## src/rtl/npc_mem_pkg.sv

```systemverilog
// rtl/npc_mem_pkg.sv - shared encodings and default widths for the core memory port arbiter
package npc_mem_pkg;

  localparam int DEF_ADDR_W = 64;
  localparam int DEF_DATA_W = 64;

  typedef enum logic [1:0] {
    ST_IDLE = 2'd0,
    ST_REQ  = 2'd1,
    ST_WAIT = 2'd2,
    ST_RESP = 2'd3
  } state_t;

  typedef enum logic {
    OWN_IF  = 1'b0,
    OWN_LSU = 1'b1
  } owner_t;

endpackage

```

## src/rtl/mem_arb_prio.sv

```systemverilog
// rtl/mem_arb_prio.sv - LSU-priority grant logic with a starvation counter protecting IF
module mem_arb_prio #(
  parameter int STARVE_LIMIT = 4
) (
  input  logic clk,
  input  logic rst,
  input  logic grant_en,
  input  logic if_valid,
  input  logic lsu_valid,
  output logic grant_if,
  output logic grant_lsu
);

  localparam int CNT_W = $clog2(STARVE_LIMIT + 1);
  localparam logic [CNT_W-1:0] LIMIT = CNT_W'(STARVE_LIMIT);

  logic [CNT_W-1:0] starve_cnt;
  logic             force_if;

  always_comb begin
    force_if  = if_valid && lsu_valid && (starve_cnt == LIMIT);
    grant_lsu = grant_en && lsu_valid && !force_if;
    grant_if  = grant_en && if_valid && !grant_lsu;
  end

  // Only contested LSU wins count toward starvation; uncontested ones hold.
  always_ff @(posedge clk) begin
    if (!rst) begin
      starve_cnt <= '0;
    end else if (grant_if) begin
      starve_cnt <= '0;
    end else if (grant_lsu && if_valid && (starve_cnt != LIMIT)) begin
      starve_cnt <= starve_cnt + CNT_W'(1);
    end
  end

endmodule

```

## src/rtl/mem_arbiter.sv

```systemverilog
// rtl/mem_arbiter.sv - IF/LSU arbiter and single-outstanding sequencer for the shared memory port
module mem_arbiter
  import npc_mem_pkg::*;
#(
  parameter int ADDR_W       = DEF_ADDR_W,
  parameter int DATA_W       = DEF_DATA_W,
  parameter int STARVE_LIMIT = 4
) (
  input  logic                clk,
  input  logic                rst,
  input  logic                if_req_valid,
  output logic                if_req_ready,
  input  logic [ADDR_W-1:0]   if_addr,
  input  logic                if_kill,
  output logic                if_resp_valid,
  output logic [DATA_W-1:0]   if_resp_data,
  input  logic                lsu_req_valid,
  output logic                lsu_req_ready,
  input  logic [ADDR_W-1:0]   lsu_addr,
  input  logic                lsu_we,
  input  logic [DATA_W-1:0]   lsu_wdata,
  input  logic [DATA_W/8-1:0] lsu_wmask,
  output logic                lsu_resp_valid,
  output logic [DATA_W-1:0]   lsu_resp_data,
  output logic                mem_valid,
  input  logic                mem_ready,
  output logic [ADDR_W-1:0]   mem_addr,
  output logic [DATA_W-1:0]   mem_wdata,
  output logic [DATA_W/8-1:0] mem_wmask,
  output logic                mem_we,
  input  logic                mem_rvalid,
  input  logic [DATA_W-1:0]   mem_rdata
);

  state_t            state, state_nxt;
  owner_t            owner;
  logic              drop;
  logic [DATA_W-1:0] rdata_q;
  logic              grant_en, grant_if, grant_lsu;

  // Gating with rst keeps req_ready low while reset is being applied.
  assign grant_en = rst && (state == ST_IDLE);

  mem_arb_prio #(.STARVE_LIMIT(STARVE_LIMIT)) u_prio (
    .clk       (clk),
    .rst       (rst),
    .grant_en  (grant_en),
    .if_valid  (if_req_valid),
    .lsu_valid (lsu_req_valid),
    .grant_if  (grant_if),
    .grant_lsu (grant_lsu)
  );

  assign if_req_ready  = grant_if;
  assign lsu_req_ready = grant_lsu;
  assign if_resp_data  = rdata_q;
  assign lsu_resp_data = rdata_q;

  always_ff @(posedge clk) begin
    if (!rst) state <= ST_IDLE;
    else      state <= state_nxt;
  end

  always_comb begin
    state_nxt      = state;
    if_resp_valid  = 1'b0;
    lsu_resp_valid = 1'b0;
    case (state)
      ST_IDLE: if (grant_if || grant_lsu) state_nxt = ST_REQ;
      ST_REQ:  if (mem_valid && mem_ready) state_nxt = ST_WAIT;
      ST_WAIT: if (mem_rvalid) state_nxt = ST_RESP;
      ST_RESP: begin
        state_nxt = ST_IDLE;
        if (owner == OWN_LSU) lsu_resp_valid = 1'b1;
        else                  if_resp_valid  = !drop && !if_kill;
      end
      default: state_nxt = ST_IDLE;
    endcase
  end

  always_ff @(posedge clk) begin
    if (!rst) begin
      owner     <= OWN_IF;
      mem_valid <= 1'b0;
      mem_addr  <= '0;
      mem_wdata <= '0;
      mem_wmask <= '0;
      mem_we    <= 1'b0;
      rdata_q   <= '0;
      drop      <= 1'b0;
    end else begin
      if (grant_lsu) begin
        owner     <= OWN_LSU;
        mem_valid <= 1'b1;
        mem_addr  <= lsu_addr;
        mem_wdata <= lsu_wdata;
        mem_wmask <= lsu_wmask;
        mem_we    <= lsu_we;
      end else if (grant_if) begin
        owner     <= OWN_IF;
        mem_valid <= 1'b1;
        mem_addr  <= if_addr;
        mem_wdata <= '0;
        mem_wmask <= '0;
        mem_we    <= 1'b0;
      end else if (state == ST_REQ && mem_ready) begin
        mem_valid <= 1'b0;
      end
      if (state == ST_WAIT && mem_rvalid) rdata_q <= mem_rdata;
      // A killed fetch still drains through WAIT/RESP; only its delivery is dropped.
      if (state == ST_IDLE || state == ST_RESP) drop <= 1'b0;
      else if (if_kill && owner == OWN_IF)      drop <= 1'b1;
    end
  end

endmodule

```

## config.mk

```make
export PLATFORM = sky130hd
export DESIGN_NAME = mem_arbiter
export DESIGN_NICKNAME = d
export VERILOG_FILES = /design/src/rtl/npc_mem_pkg.sv /design/src/rtl/mem_arb_prio.sv /design/src/rtl/mem_arbiter.sv
export SDC_FILE = /design/constraint.sdc
export NUM_CORES = 1
export LEC_CHECK = 0
export CAP_MARGIN = 20
export CELL_PAD_IN_SITES_DETAIL_PLACEMENT = 2
export CELL_PAD_IN_SITES_GLOBAL_PLACEMENT = 2
export CORE_MARGIN = 2
export CORE_UTILIZATION = 20
export DETAILED_ROUTE_END_ITERATION = 6
export PLACE_DENSITY = 0.79
export SLEW_MARGIN = 10
export SYNTH_ARGS = -nofsm -noshare
export SYNTH_HDL_FRONTEND = slang
export SYNTH_SLANG_ARGS = --single-unit
```

## constraint.sdc

```tcl
create_clock -name clk -period 1.85 [get_ports clk]
set_input_delay 0.185 -clock clk [delete_from_list [all_inputs] [get_ports clk]]
set_output_delay 0.185 -clock clk [all_outputs]
set_load 0.02 [all_outputs]
```

# Word-level counts from Yosys, hierarchy flattened

Cells that the tools add are included.

Output and inout bits: 270
Register bits: 209
Bits of input ports: 272

Equality and inequality tests: 8
Multiplexer cells: 20
Bitwise gates (word level): 2
Reductions and logical operators: 26
Add/subtract/negate cells: 1

Operators by type and width:

| kind                                                                     | number |
|---|---|
| 64-bit 2-to-1 mux                                                        | 4 |
| 8-bit 2-to-1 mux                                                         | 2 |
| 1-bit logical AND                                                        | 14 |
| 1-bit 2-to-1 mux                                                         | 10 |
| 2-bit one-hot mux with 4 select lines                                    | 1 |
| 2-bit 2-to-1 mux                                                         | 3 |
| 2-bit == test (second input constant)                                    | 2 |
| 1-bit zero test                                                          | 4 |
| 2-bit inequality test (second input constant)                            | 2 |
| 2-bit OR reduction                                                       | 2 |
| 3-bit by 1-bit adder with 3-bit output (second input constant)           | 1 |
| 3-bit == test (second input constant)                                    | 1 |
| 3-bit inequality test (second input constant)                            | 1 |
| 3-bit AND reduction                                                      | 1 |
| 3-bit nonzero test                                                       | 1 |
| 2-bit by 1-bit == test with 1-bit output (second input constant)         | 1 |
| 2-bit zero test                                                          | 1 |
| 1-bit logical OR                                                         | 2 |
| 2-bit by 1-bit inequality test with 1-bit output (second input constant) | 1 |
| 1-bit NOT                                                                | 2 |
| 2-bit nonzero test                                                       | 1 |

# Longest topological paths before layout

Gate-level depths: netlist of the first run.

Depth after elaboration: 9
Depth in mapped cells: 8
Gate-level depth less buffers: 6

# Hierarchy

From an unflattened synthesis of the first run, not the netlist that was laid out.

Cell total of the unflattened synthesis: 1,071
Area total of the unflattened synthesis: 9,552.9 um^2

Modules (own cells, without submodules):

| module       | seq. area each (um^2) | instances | area each (um^2) | cells an instance |
|---|---|---|---|---|
| mem_arbiter  | 4,124.0               | 1         | 9,364.0          | 1,047 |
| mem_arb_prio | 60.1                  | 1         | 188.9            | 24 |

# Worst setup path before layout of the first run

No wires, ideal clock.

Path type: register -> output
Start: reg state[0]
End: out if_req_ready
Slack: -140 ps
Arrival time: 1,805 ps
Cell stages (with the launch flop): 9
Required time: 1,665 ps
Path through: dfxtp_1 -> inv_1 -> ha_1 -> buf_4 -> and3_1 -> nand2_1 -> buf_4 -> inv_1 -> nor3_1

Cells in the longest elaborated chain, start to end: 6
Elaborated cells on any way between the ends: 7
Those cells by class: 7 x reduce/logical

RTL lines:

| element                         | RTL line           | text |
|---|---|---|
| start, declared                 | mem_arbiter.sv:35  | `state_t state, state_nxt;` |
| start signal, assigned          | mem_arbiter.sv:61  | `else state <= state_nxt;` |
| 2-bit zero test                 | mem_arbiter.sv:42  | `assign grant_en = rst && (state == ST_IDLE);` |
| 1-bit logical AND               | mem_arbiter.sv:42  |  |
| 1-bit logical AND (2 in series) | mem_arb_prio.sv:22 | `grant_lsu = grant_en && lsu_valid && !force_if;` |
| net lsu_req_ready               | mem_arbiter.sv:18  | `output logic lsu_req_ready,` |
| 1-bit zero test                 | mem_arb_prio.sv:23 | `grant_if = grant_en && if_valid && !grant_lsu;` |
| 1-bit logical AND               | mem_arb_prio.sv:23 |  |
| end, declared                   | mem_arbiter.sv:12  | `output logic if_req_ready,` |

The timed path passes the listed nets, and every way through them passes these cells.

# Worst setup path after layout of the first run

Start: reg state[0]
End: out if_req_ready

Cells in the longest elaborated chain, start to end: 6
Elaborated cells on any way between the ends: 7
Those cells by class: 7 x reduce/logical

RTL lines:

| element                         | RTL line |
|---|---|
| 2-bit zero test *               | mem_arbiter.sv:42 |
| 1-bit logical AND *             | mem_arbiter.sv:42 |
| 1-bit logical AND (2 in series) | mem_arb_prio.sv:22 |
| 1-bit zero test                 | mem_arb_prio.sv:23 |
| 1-bit logical AND *             | mem_arb_prio.sv:23 |

Every way passes the cells marked *; elsewhere a longest branch is shown, timed or not.

==> flow_metrics.tcl, run 1 <==
set metrics [dict create \
    status "finished, violations left" \
    violations "setup timing" \
    min_to "state[0]" \
    clock_path_buffers 3 \
    synth_edf_count 0 \
    grt_usage_pct 17.8 \
    total_power_mw 17.4 \
    reg2reg_from "state[1]" \
    synth_top_area_share_pct 47.0 \
    finClkSkew_ns 0.0103 \
    wl_met2_mm 21.9 \
    seq_area_frac_synth_pct 47.0 \
    cts_buffers 26 \
    ir_drop_uv 563 \
    gr-total-overflow 0 \
    final_common_cell "clkdlybuf4s50_1" \
    highest-signal-layer "met5" \
    rsz0062_at_grt "yes" \
    ys_async_sr_fraction_pct 0 \
    cp_max_fo 2 \
    syn_nets 1294 \
    slew_headroom_pct 44.3 \
    rows 77 \
    p_per_area_nw_per_um2 1110 \
    tightest_slew_ns 0.836 \
    avgSynthCellArea_um2 8.76 \
    synth_top_flop_cell "dfxtp_1" \
    rrSetupSlack_ns 0.10 \
    fin_area_um2 15600 \
    cp.required_ns 1.66 \
    yosys_register_bits 209 \
    timing.final.ws_setup_ns -0.0345 \
    dpl_cell_area_um2 14600 \
    first_global_vias 10507 \
    post-route-drc-count 0 \
    vias 9557 \
    hold_viol_final 0 \
    cts_tree "built" \
    path_clk_slew_ns 0.06 \
    ant_nets 0 \
    comb_power_share_pct 38.2 \
    end_kind "primary output" \
    root_buffer "clkbuf_16" \
    wl_per_cell_um 20.8 \
    drive_gt1_share_pct 12.0 \
    switchingPower_mw 6.06 \
    routed_wl_mm 43.3 \
    clock_sinks 209 \
    clk_latency_ns 0.54 \
    final_cell_mix "clkdlybuf4s50_1, dfxtp_1, nor2_1, nand2_1, a32oi_1" \
    max_freq_mhz 531 \
    power_frac_seq_pct 32.5 \
    yosysTopAreaCell "dfxtp_1" \
    period_needed_ns 1.88 \
    met3_length_mm 3.22 \
    layout.nets 1754 \
    fill_cells 4859 \
    dieWidth_um 215 \
    mappedNetlistArea_um2 8900 \
    leakage_nw 5.40 \
    critical_path_class "flip-flop to primary output" \
    synthCells 1016 \
    antenna_found_initial 4 \
    intPower_mw 11.4 \
    finalCritPeriodShare_pct 102 \
    routed_via_density 4.58 \
    hold_path_startpoint "rst" \
    htreeDepth 1 \
    synthDistinctLibCells 30 \
    firstDrtPassIters 5 \
    drt_iter0_drc 425 \
    holdPathStages 4 \
    die_y_um 215 \
    area_growth_pct 75.8 \
    dpl.hpwl_mm 31.2 \
    initial_utilization_pct 20.2 \
    ys_warn_count 0 \
    io_pins 542 \
    maxSlewViolCount 0 \
    grt_pass1_wl_mm 64.9 \
    io_buffers 541 \
    p_clk_share_pct 29.3 \
    finalSetupViolations 1 \
    maxCapViolations 0 \
    synth_top_cells_by_area "dfxtp_1, a211oi_2, a32oi_1, buf_4, nand2_1" \
    hold_path_class "input port to flip-flop" \
    startpoint_type "flip-flop" \
    rr_worst_depth 7 \
    r2r_end "mem_wdata[11]" \
    worst-endpoint-arrival_ns 1.70 \
    gp_congestion 0.773 \
    core-area_um2 44000 \
    met1_length_mm 17.1 \
    p_sw_share_pct 34.8 \
    design.die.area_um2 46200 \
    grt_max_degree 143 \
]
-- cell usage after synthesis, drive strengths merged, types with 3 or more instances --
master,count
a211oi,64
a21oi,70
a32oi,73
and2,3
buf,126
clkbuf,34
dfxtp,209
ha,6
inv,8
nand2,139
nor2,139
nor3,65
o21ai,64
-- metrics by stage --
step / cells / hold WS [ns] / setup WS (ns) / setup TNS (ns) / util [%]
2_1_floorplan: 1016 / 0.321 / 0.0236 / 0 / -
3_3_place_gp: 2035 / 0.457 / -0.201 / -7.64 / 33.3
3_5_place_dp: 2035 / 0.473 / -0.230 / -14.64 / 33.3
4_1_cts: 2081 / 0.0806 / -0.0818 / -0.0980 / 35.4
5_1_grt: 2087 / 0.135 / -0.112 / -0.221 / 35.5
6_report: 2087 / 0.119 / -0.0345 / -0.0345 / 35.5
-- layer usage --
metal,vias up,track usage (%)
met1,4717,20.2
met4,2,5.02
met3,67,5.38
li1,4424,-
met5,-,0
met2,347,32.1
-- power by group through the flow --
stage	logic [mW]	registers, mW	clock network (mW)
after CTS	6.68	5.66	5.26
after detailed placement	6.55	5.73	0
after floorplan	2.59	6.45	0
after global routing	7.09	5.75	5.44
after global placement	6.37	5.70	0
final	6.65	5.66	5.10
-- cells by family (layout without fill, tap and decap cells) --
group | Yosys count | count (layout) | share of synthesized area (%)
AND/OR/NAND/NOR | 355 | 355 | 16.3
AO/OA/AOI/OAI | 277 | 277 | 24.2
flip-flops | 209 | 209 | 47.0
buffers and inverters | 168 | 644 | 11.5
adder cells (fa/ha/maj) | 6 | 6 | 0.844
multiplexers | 1 | 1 | 0.112
other | 0 | 3 | 0
-- sequential cells by signal, indices dropped and copies added, names as in the netlist --
signal and cells:
drop 1, if_resp_data 64, mem_addr 64, mem_valid 1, mem_wdata 64, mem_we 1
mem_wmask 8, owner 1, state 2, u_prio.starve_cnt 3
-- timing repair --
| item | 4_1_cts | 5_1_grt |
|---|---|---|
| pin swaps | 4 | 1 |
| gates resized for setup | 35 | 5 |
| endpoints found under the setup margin | 135 | 51 |
| hold buffers | 0 | 0 |
| cloned | 0 | 1 |
| setup buffers | 2 | 2 |
-- worst max-delay path, stage by stage, from the launching register on --
cell and delay [ns]:
dfxtp_2 0.34, inv_2 0.05, ha_4 0.16, and3_4 0.17, nand2_4 0.07, inv_4 0.05, nor3_4 0.18, buf_6 0.14
-- layout make-up --
cell class | instances | area (um2) | area share, %
flip-flops and latches | 209 | 4190 | 26.8
well taps | 592 | 741 | 4.73
inverters | 8 | 35.0 | 0.224
repair buffers | 592 | 6040 | 38.6
diodes | 3 | 7.51 | 0.0480
multi-input cells | 639 | 3790 | 24.2
clock buffers | 40 | 795 | 5.08
clock inverters | 4 | 45.0 | 0.288
-- how the worst max path moves through the flow --
stage | cells past startpoint | end | from | slack, ns
floorplan | 8 | if_req_ready | state[0] | 0.02
global placement | 6 | if_req_ready | if_req_valid | -0.20
global route | 7 | if_req_ready | state[0] | -0.11
detailed placement | 5 | mem_wdata[11] | if_req_valid | -0.23
finish | 7 | if_req_ready | state[0] | -0.03
CTS | 7 | if_req_ready | state[1] | -0.08
(Power assumes the default switching activity.)
==> run 2, diff against run 1 <==
--- a/config.mk
+++ b/config.mk
@@ -11,6 +11,7 @@
 export CORE_MARGIN = 2
 export CORE_UTILIZATION = 20
 export DETAILED_ROUTE_END_ITERATION = 6
+export HOLD_SLACK_MARGIN = 0.06
 export PLACE_DENSITY = 0.79
 export SLEW_MARGIN = 10
 export SYNTH_ARGS = -nofsm -noshare
==> results of run 2 <==
Final layout, timing and power as in run 1 (identical DEF).
==> run 3, diff against run 2 <==
--- a/config.mk
+++ b/config.mk
@@ -9,11 +9,12 @@
 export CELL_PAD_IN_SITES_DETAIL_PLACEMENT = 2
 export CELL_PAD_IN_SITES_GLOBAL_PLACEMENT = 2
 export CORE_MARGIN = 2
-export CORE_UTILIZATION = 20
+export CORE_UTILIZATION = 21
 export DETAILED_ROUTE_END_ITERATION = 6
 export HOLD_SLACK_MARGIN = 0.06
 export PLACE_DENSITY = 0.79
 export SLEW_MARGIN = 10
 export SYNTH_ARGS = -nofsm -noshare
 export SYNTH_HDL_FRONTEND = slang
+export SYNTH_HIERARCHICAL = 1
 export SYNTH_SLANG_ARGS = --single-unit
==> run 3 against run 2 <==
The flow still finishes with violations (setup timing). Sequential cell count unchanged. Sequential power down 3.7%. Cell count up 5.6%. Critical path type is now flip-flop to flip-flop. Highest routed layer unchanged.
==> flow_metrics.tcl, run 3 <==
set metrics [dict create \
    rrSetupSlack_ns -0.27 \
    status "finished, violations left" \
    dpl_cell_area_um2 15200 \
    grt_usage_pct 17.0 \
    clk_latency_ns 0.55 \
    layout.nets 1862 \
    yosysTopAreaCell "dfxtp_1" \
    dpl.hpwl_mm 30.6 \
    total_power_mw 17.9 \
    first_global_vias 10502 \
    multiInputGateArea_um2 4630 \
    ys_warn_count 6 \
    grt_max_degree 210 \
    reg2reg_from "state[1]" \
    period_needed_ns 2.12 \
    fin_area_um2 17400 \
    hold_path_startpoint "mem_rdata[52]" \
    wl_per_cell_um 21.2 \
    comb_power_share_pct 39.6 \
    dieWidth_um 217 \
    clock_sinks 209 \
    synth_edf_count 0 \
    ant_nets 0 \
    ys_async_sr_fraction_pct 0 \
    io_pins 542 \
    rows 78 \
    max_freq_mhz 472 \
    ir_drop_uv 666 \
    intPower_mw 12.0 \
    path_clk_slew_ns 0.06 \
    synthTopCellsByCount "dfxtp_1, nand2_1, a21oi_1" \
    end_kind "flip-flop" \
    finalSetupViolations 127 \
    synth_top_flop_cell "dfxtp_1" \
    hold_path_class "input port to flip-flop" \
    gr-total-overflow 0 \
    timing.final.ws_setup_ns -0.266 \
    design.die.area_um2 47200 \
    gp_congestion 0.792 \
    rsz0062_at_grt "yes" \
    antenna_found_initial 5 \
    initial_utilization_pct 21.1 \
    core-area_um2 45200 \
    cp_max_fo 9 \
    root_buffer "clkbuf_16" \
    seqCellArea_um2 4190 \
    violations "setup timing" \
    clock_path_buffers 3 \
    r2r_end "mem_addr[38]" \
    synthDistinctLibCells 30 \
    power_frac_seq_pct 30.5 \
    holdBufCountCts 0 \
    finalCritPeriodShare_pct 114 \
    cts_tree "built" \
    slew_headroom_pct 40.0 \
    seq_area_frac_synth_pct 43.8 \
    p_sw_share_pct 33.0 \
    routed_wl_mm 46.8 \
    final_common_cell "clkdlybuf4s50_1" \
    min_to "if_resp_data[52]" \
    switchingPower_mw 5.90 \
    post-route-drc-count 0 \
    hold_viol_final 0 \
    finalSetupTns_ns -8.61 \
    p_per_area_nw_per_um2 1030 \
    avgSynthCellArea_um2 8.92 \
    drt_iter0_drc 274 \
    die_y_um 217 \
    area_growth_pct 82.3 \
    worst-endpoint-arrival_ns 2.55 \
    drive_gt1_share_pct 13.0 \
    p_clk_share_pct 29.9 \
    fill_cells 4826 \
    synth_top_area_share_pct 43.8 \
    rr_worst_depth 11 \
    leakage_nw 6.31 \
    cts_buffers 26 \
    fin_util_pct 38.5 \
    maxSlewViolCount 0 \
    synth_top_cells_by_area "dfxtp_1, nand2_1, mux2i_1, nor3b_1, buf_4" \
    final_cell_mix "clkdlybuf4s50_1, dfxtp_1, nand2_1, nor2b_1, a21oi_1" \
    synth_most_common_cell "dfxtp_1" \
    synthCells 1071 \
    mappedNetlistArea_um2 9550 \
    maxCapViolations 0 \
    routed_via_density 4.40 \
    critical_path_class "flip-flop to flip-flop" \
    grt_pass1_wl_mm 62.5 \
    holdWs_ns 0.189 \
    finClkSkew_ns 0.0101 \
    holdPathStages 3 \
    htreeDepth 1 \
    cp.required_ns 2.28 \
    startpoint_type "flip-flop" \
    yosys_register_bits 209 \
    firstDrtPassIters 4 \
    tightest_slew_ns 0.900 \
    syn_nets 1349 \
    io_buffers 541 \
    vias 9689 \
]
==> run 3: changes by cell type in the layout (fill, tap and decap cells not counted), sizes merged, moves of 65 or more <==
cell | previous run | this run
a21boi | 1 | 69
a32oi | 73 | 0
nor2b | 0 | 73
and2 | 3 | 68
nor2 | 139 | 3
nor3 | 65 | 0
nor3b | 0 | 74
==> run 3: power groups by stage <==
stage | clock [mW] | combinational [mW] | sequential [mW]
6_report | 5.33 | 7.08 | 5.45
5_1_grt | 5.71 | 7.56 | 5.51
4_1_cts | 5.54 | 6.11 | 5.43
3_5_place_dp | 0 | 5.73 | 5.52
3_3_place_gp | 0 | 5.55 | 5.49
2_1_floorplan | 0 | 2.63 | 6.06
==> run 3: worst max-delay path: stages (launching register included) <==
cell	delay, ns
dfxtp_2	0.32
inv_2	0.07
ha_4	0.15
and2_4	0.17
nand2_4	0.06
a21oi_4	0.15
buf_12	0.14
buf_12	0.18
buf_16	0.15
mux2i_1	0.25
o21ai_0	0.14
and2_1	0.19
==> run 3: cell type report <==
type                       count  area share (%)
antenna                        2          0.0287
clock inverter                 8           0.675
clock buffer                  38            4.35
sequential                   209            24.0
multi-input combinational    709            26.6
tap                          600            4.31
timing repair buffer         632            39.9
inverter                       6           0.129
==> run 3: worst max-delay path by stage <==
| stage | from | end | slack, ns | depth (start not counted) |
|---|---|---|---|---|
| 2_1_floorplan | state[1] | mem_addr[24] | -0.004 | 11 |
| 3_3_place_gp | if_req_valid | mem_addr[23] | -0.21 | 8 |
| 3_5_place_dp | lsu_req_valid | mem_wdata[47] | -0.29 | 8 |
| 4_1_cts | state[0] | mem_addr[2] | -0.14 | 11 |
| 5_1_grt | state[1] | mem_addr[38] | -0.38 | 11 |
| 6_report | state[1] | mem_addr[38] | -0.27 | 11 |
==> run 3: cells by family (layout without fill, tap and decap cells) <==
group | count (synthesis) | count (layout) | share of synthesized area [%]
compound gates | 215 | 215 | 13.3
fa+ha+maj | 6 | 6 | 0.786
buf+inv | 153 | 684 | 11.9
flops | 209 | 209 | 43.8
mux | 65 | 65 | 6.81
other cells | 0 | 2 | 0
simple gates | 423 | 423 | 23.4
==> run 3: what timing repair did <==
item,4_1_cts,5_1_grt
setup buffers,7,20
resized for setup,66,96
pin swaps,4,5
gates cloned,7,19
endpoints found under the setup margin,152,147
==> run 3: metrics by stage <==
step	setup slack, ns	std cells
after floorplan	-0.00442	1071
after global placement	-0.213	2105
after detailed placement	-0.292	2105
after CTS	-0.144	2165
after global routing	-0.378	2204
final	-0.266	2204
==> run 3: metal layers <==
metal / global-route usage, % / vias up / wire length, um
li1: - / 4516 / -
met1: 17.3 / 4718 / 16700
met2: 32.0 / 367 / 24500
met3: 6.82 / 82 / 4140
met4: 4.82 / 6 / 1490
met5: 0 / - / 32
